`config.mk`:
```
export PLATFORM = sky130hd
export DESIGN_NAME = pwm_halfbridge
export DESIGN_NICKNAME = d
export VERILOG_FILES = /design/src/rtl/pwm_pkg.sv /design/src/rtl/pwm_deadtime.sv /design/src/rtl/pwm_halfbridge.sv
export SDC_FILE = /design/constraint.sdc
export NUM_CORES = 1
export LEC_CHECK = 0
export ABC_CLOCK_PERIOD_IN_PS = 3400
export CORE_AREA = 2 2 63 65
export CTS_CLUSTER_SIZE = 8
export DETAILED_ROUTE_END_ITERATION = 12
export DIE_AREA = 0 0 65 67
export PLACE_DENSITY = 0.89
export SYNTH_ARGS = -nofsm -noshare
export SYNTH_HDL_FRONTEND = slang
export SYNTH_SLANG_ARGS = --single-unit
```
`constraint.sdc`:
```
create_clock -name clk -period 3.4 [get_ports clk]
set_clock_uncertainty 0.1 [all_clocks]
set_input_delay 0.68 -clock clk [delete_from_list [all_inputs] [get_ports clk]]
set_output_delay 0.68 -clock clk [all_outputs]
set_load 0.005 [all_outputs]
```
`src/rtl/pwm_pkg.sv`:
```
// Shared mode constants and the duty clip helper for the half-bridge PWM channel.
package pwm_pkg;

    localparam logic PWM_EDGE   = 1'b0;
    localparam logic PWM_CENTER = 1'b1;

    // Truncate value to width bits, then clamp into [lo, hi].
    function automatic int unsigned pwm_clip(
        input int unsigned width,
        input int unsigned value,
        input int unsigned lo,
        input int unsigned hi
    );
        int unsigned v;
        v = value & ((32'd1 << width) - 32'd1);
        if (v > hi) begin
            v = hi;
        end else begin
            v = v;
        end
        if (v < lo) begin
            v = lo;
        end else begin
            v = v;
        end
        return v;
    endfunction

endpackage

```
`src/rtl/pwm_deadtime.sv`:
```
// Deadtime insertion between the single-ended PWM and the complementary gate pair;
// also holds both gates off while disabled or in reset.
module pwm_deadtime #(
    parameter int unsigned DT_WIDTH = 4
) (
    input  logic                clk,
    input  logic                reset,
    input  logic                enable,
    input  logic                pwmin,
    input  logic [DT_WIDTH-1:0] deadtime,
    output logic [1:0]          pwmout
);
    localparam logic [DT_WIDTH-1:0] DC_ZERO = {DT_WIDTH{1'b0}};
    localparam logic [DT_WIDTH-1:0] DC_ONE  = DT_WIDTH'(1);

    logic                state_r;
    logic                state_nxt;
    logic [DT_WIDTH-1:0] dc_r;
    logic [DT_WIDTH-1:0] dc_nxt;
    logic [1:0]          pwmout_r;

    // Next state: a toggle (even mid-interval) restarts the dead interval
    always_comb begin
        state_nxt = state_r;
        dc_nxt    = dc_r;
        if (!enable) begin
            state_nxt = 1'b0;
            dc_nxt    = deadtime;
        end else if (pwmin != state_r) begin
            state_nxt = pwmin;
            dc_nxt    = deadtime;
        end else if (dc_r != DC_ZERO) begin
            dc_nxt = dc_r - DC_ONE;
        end else begin
            dc_nxt = dc_r;
        end
    end

    // Gates are registered from the next state so a pwmin change reaches the pins one clk later
    always_ff @(posedge clk) begin
        if (reset) begin
            state_r  <= 1'b0;
            dc_r     <= deadtime;
            pwmout_r <= 2'b00;
        end else begin
            state_r <= state_nxt;
            dc_r    <= dc_nxt;
            if (enable && (dc_nxt == DC_ZERO)) begin
                pwmout_r <= {~state_nxt, state_nxt};
            end else begin
                pwmout_r <= 2'b00;
            end
        end
    end

    assign pwmout = pwmout_r;

endmodule

```
`src/rtl/pwm_halfbridge.sv`:
```
// Half-bridge PWM channel: period counter, shadowed clipped duty, comparator and
// cycle-by-cycle current limit, driving the deadtime stage.
module pwm_halfbridge
    import pwm_pkg::*;
#(
    parameter int unsigned WIDTH    = 8,
    parameter int unsigned DT_WIDTH = 4,
    parameter int unsigned PWM_MIN  = 3,
    parameter int unsigned PWM_MAX  = (2 ** WIDTH) - 5
) (
    input  logic                clk,
    input  logic                reset,
    input  logic                pwmcntce,
    input  logic                pwmldce,
    input  logic [WIDTH-1:0]    wrtdata,
    input  logic [DT_WIDTH-1:0] deadtime,
    input  logic                centermode,
    input  logic                invertpwm,
    input  logic                enablepwm,
    input  logic                currentlimit,
    output logic [1:0]          pwmout,
    output logic                cyclestart,
    output logic                ilimflag
);
    localparam logic [WIDTH-1:0] CNT_ZERO   = {WIDTH{1'b0}};
    localparam logic [WIDTH-1:0] CNT_MAX    = {WIDTH{1'b1}};
    localparam logic [WIDTH-1:0] CNT_ONE    = WIDTH'(1);
    localparam logic [WIDTH-1:0] DUTY_RST   = WIDTH'(2 ** (WIDTH - 1));
    localparam logic [WIDTH-1:0] SHADOW_RST = WIDTH'(pwm_clip(WIDTH, 2 ** (WIDTH - 1), PWM_MIN, PWM_MAX));

    logic [WIDTH-1:0] count_r;
    logic [WIDTH-1:0] count_nxt;
    logic             dir_up_r;
    logic             dir_up_nxt;
    logic             dir_eff;
    logic             mode_r;
    logic             start_evt;
    logic [WIDTH-1:0] duty_r;
    logic [WIDTH-1:0] shadow_r;
    logic [WIDTH-1:0] shadow_nxt;
    logic [WIDTH-1:0] clipped;
    logic             ilim_r;
    logic             raw_r;
    logic             cyclestart_r;
    logic             pwmin;

    assign clipped    = WIDTH'(pwm_clip(WIDTH, 32'(duty_r), PWM_MIN, PWM_MAX));
    assign shadow_nxt = start_evt ? clipped : shadow_r;
    assign pwmin      = raw_r ^ invertpwm;

    // Counter step and start detection; a mode change restarts the sweep upwards
    always_comb begin
        dir_eff    = (centermode != mode_r) ? 1'b1 : dir_up_r;
        count_nxt  = count_r;
        dir_up_nxt = dir_eff;
        start_evt  = pwmcntce & ((centermode == PWM_CENTER) ? (count_r == CNT_ZERO)
                                                            : (count_r == CNT_MAX));
        if (!pwmcntce) begin
            count_nxt = count_r;
        end else if (centermode == PWM_EDGE) begin
            count_nxt  = count_r + CNT_ONE;
            dir_up_nxt = 1'b1;
        end else if (dir_eff) begin
            if (count_r == CNT_MAX) begin
                count_nxt  = count_r - CNT_ONE;
                dir_up_nxt = 1'b0;
            end else begin
                count_nxt = count_r + CNT_ONE;
            end
        end else begin
            if (count_r == CNT_ZERO) begin
                count_nxt  = CNT_ONE;
                dir_up_nxt = 1'b1;
            end else begin
                count_nxt = count_r - CNT_ONE;
            end
        end
    end

    // Period state, duty/shadow registers, current-limit latch and comparator
    always_ff @(posedge clk) begin
        if (reset) begin
            count_r      <= CNT_ZERO;
            dir_up_r     <= 1'b1;
            mode_r       <= PWM_EDGE;
            duty_r       <= DUTY_RST;
            shadow_r     <= SHADOW_RST;
            ilim_r       <= 1'b0;
            raw_r        <= 1'b0;
            cyclestart_r <= 1'b0;
        end else begin
            count_r      <= count_nxt;
            dir_up_r     <= dir_up_nxt;
            mode_r       <= centermode;
            shadow_r     <= shadow_nxt;
            cyclestart_r <= start_evt;
            if (pwmldce) begin
                duty_r <= wrtdata;
            end else begin
                duty_r <= duty_r;
            end
            // A trip on the start edge itself survives the period clear
            if (currentlimit) begin
                ilim_r <= 1'b1;
            end else if (start_evt) begin
                ilim_r <= 1'b0;
            end else begin
                ilim_r <= ilim_r;
            end
            raw_r <= (count_r < shadow_nxt) && !(ilim_r && !start_evt);
        end
    end

    pwm_deadtime #(
        .DT_WIDTH (DT_WIDTH)
    ) u_deadtime (
        .clk      (clk),
        .reset    (reset),
        .enable   (enablepwm),
        .pwmin    (pwmin),
        .deadtime (deadtime),
        .pwmout   (pwmout)
    );

    assign cyclestart = cyclestart_r;
    assign ilimflag   = ilim_r;

endmodule

```
==> results.cfg <==
[worst_setup_path]
cp_max_fo = 6
path_cells = inv_1 > ha_1 > or4bb_1 > nor2_1 > o21ai_2 > mux2i_1 > ha_1 > a21oi_1 > nand2_1 > a211oi_1 > o211ai_1 > o21ai_0
reg2reg_setup_slack_ps = 210
reg2reg_from = count_r[0]
cp.arrival_ps = 3310
cp-end-kind = flop
slowest_stage = or4bb_1
cp_slowest_stage_delay_ps = 530
rr_worst_depth = 12
cp_common_cell = ha_1
cp_data_required_time_ps = 3520
crit_type = reg2reg
r2r-end = raw_r
critical_path_buf_inv_count = 1
start_kind = flop
cp_top_family = compound AO/OA/AOI/OAI gates

[cts]
cts_tree = built
worstSkewPairLatency_ps = 290
clk_pin_slew_ps = 80
cts_buffer_depth = 2
cts.sinks = 36
holdBufCountCts = 0
cts_setup_buffers = 0
h-tree-depth = 2
cts_made_buffers = 5
ctsResizeCount = 0
cts_root_buffer = clkbuf_8

[logic_synthesis]
synth_cell_type_count = 52
synth_seq_cells = 36
synth.top_cell.area_share_pct = 36.4
synth_nets = 265
netlist_area_sq_mm = 0.00198
synth_cells = 235
synth_area_per_cell_sq_um = 8.42
synth.area.top_cells = dfxtp_1 (36%), mux2i_1 (7.6%), ha_1 (6.3%)
yosys_warnings = 0
synth_most_common_cell = dfxtp_1
synth-seq-area-share_pct = 36.4
synthTopCellsByCount = dfxtp_1 (36), nor2_1 (31), nand2_1 (19), mux2i_1 (15), a21oi_1 (11)
async_flop_share_pct = 0
yosys.area.top_type = dfxtp_1
synth_ff_type = dfxtp_1
synth_edf_count = 0

[global_routing]
grt_use_met3_pct = 5.57
antenna_found_initial = 0
grt_max_degree = 21
grt_busiest_layer = met2
first_global_vias = 1681
use_met1_pct = 26.8
grt_pass1_wl_um = 7370
grt_use_total_pct = 22.1
overflow = 0
use_met2_pct = 36.0

[job]
drv_cap = 0

[routing]
wl_per_cell_um = 14.1
drtIter0Drc = 107
drt_first_pass_iters = 4
wl_um = 4370
routed_via_density = 5.87
dr_total_vias = 1813
route.detailed.drc = 0
postRouteAntennaNets = 0

[final_layout]
fillers = 311
final_util_pct = 65.3
postLayoutCellArea_sq_mm = 0.00235
drive_gt1_share_pct = 8.81
final_nets = 290
area_growth_pct = 19.0
antenna-diode-count = 0

[sta]
holdWs_ps = 387
fmax_ghz = 0.314
finalSetupTns_ps = 0
relSlewSlack_pct = 48.3
rsz0062_at_grt = no
final.min_clock_period_ps = 3190
hold_viol = 0
setup_viol = 0
tightest_slew_ps = 772
final_max_slew_viol_count = 0
post-route-period-util_pct = 93.8

[power_and_ir_drop]
leakage_nw = 0.975
pwr_density_cell_mw_per_mm2 = 399
ir_drop_v = 0.000285

[floorplan]
ioPinCount = 24
die_area_sq_mm = 0.00436
die-width_um = 65
die_y_um = 67
rows = 22
initial_core_util_pct = 54.9
core-area_sq_mm = 0.00361

[outcome]
outcome = finished clean

[hold_path]
min-delay-start = duty_r[0]
whs_path_depth = 2
min_path_type = reg2reg
min_to = duty_r[0]

[placed_design]
port_buffers = 23
dpl_cell_area_sq_mm = 0.00226
hpwlAfterDp_um = 3220
place_congestion = 0.964
where the power goes:
group / switching (mW) / total (mW) / internal, mW
Sequential: 0.0194 / 0.463 / 0.444
Combinational: 0.0777 / 0.156 / 0.0778
Clock: 0.156 / 0.320 / 0.165
kinds of logic after synthesis:
group / share of synthesized area [%]
xor+xnor: 2.21
buf+inv: 4.05
compound gates: 13.8
fa+ha+maj: 6.32
flops: 36.4
mux: 8.15
simple gates: 29.1
cells in the final DEF, fill, tap and decap left out, drive strengths merged, types with 2 or more instances in the layout:
| cell | instances |
|---|---|
| o21ai | 11 |
| xnor2 | 3 |
| or4 | 3 |
| a211oi | 2 |
| a311oi | 2 |
| nand3b | 5 |
| and3 | 3 |
| mux2i | 15 |
| nor2b | 9 |
| nand2 | 19 |
| nor2 | 31 |
| inv | 9 |
| buf | 5 |
| a21oi | 12 |
| or3 | 5 |
| dfxtp | 36 |
| clkdlybuf4s50 | 23 |
| nand3 | 5 |
| nor3 | 7 |
| or2 | 3 |
| xor2 | 2 |
| nand4 | 4 |
| and3b | 2 |
| nor4 | 5 |
| clkbuf | 7 |
| o22ai | 2 |
| ha | 10 |
| nand2b | 3 |
metrics by stage:
stage | cells | setup WS, ps | total power [mW]
floorplan | 235 | 586 | 0.570
global placement | 301 | 141 | 0.619
detailed placement | 301 | 6.84 | 0.626
CTS | 309 | 263 | 0.944
global route | 309 | 96.5 | 0.983
finish | 309 | 211 | 0.939
registers in the layout, summed over array words and instances, names as in the netlist:
register            cells
mode_r                  1
u_deadtime.dc_r         4
dir_up_r                1
ilimflag                1
cyclestart              1
raw_r                   1
duty_r                  8
u_deadtime.pwmout       2
u_deadtime.state_r      1
count_r                 8
shadow_r                8
worst reg2reg max path, delay by kind of cell, from the launching register on:
kind                       cells  cell delay [ps]
AOI/OAI and AO/OA              5              910
and+or+nand+nor                3              780
adders and majority gates      2              570
DFF                            1              360
muxes                          1              240
buffers and inverters          1              160
per-layer routing:
metal  up-vias  part of all wire [%]
met5         -                     0
met4         0                   2.3
met3        13                   6.2
met2        65                    47
met1       844                    45
li1        891                     -
final cells by class:
class                           count  area, sq um  area share [%]
Tap cell                           48         60.1            2.55
Clock inverter                      1         7.51           0.319
Timing Repair Buffer               28          268            11.4
Multi-Input combinational cell    180         1180            50.1
Inverter                            9         33.8            1.43
Sequential cell                    36          721            30.6
Clock buffer                        7         86.3            3.67
worst max path at each step:
| stage | from | to | slack (ps) | cells after the start |
|---|---|---|---|---|
| after global routing | count_r[0] | raw_r | 100 | 12 |
| after floorplan | count_r[0] | raw_r | 590 | 12 |
| after CTS | centermode | raw_r | 260 | 11 |
| after global placement | centermode | raw_r | 140 | 11 |
| final | count_r[0] | raw_r | 210 | 12 |
| after detailed placement | centermode | raw_r | 7 | 11 |
Note: power is estimated with default switching activity, not from simulation.
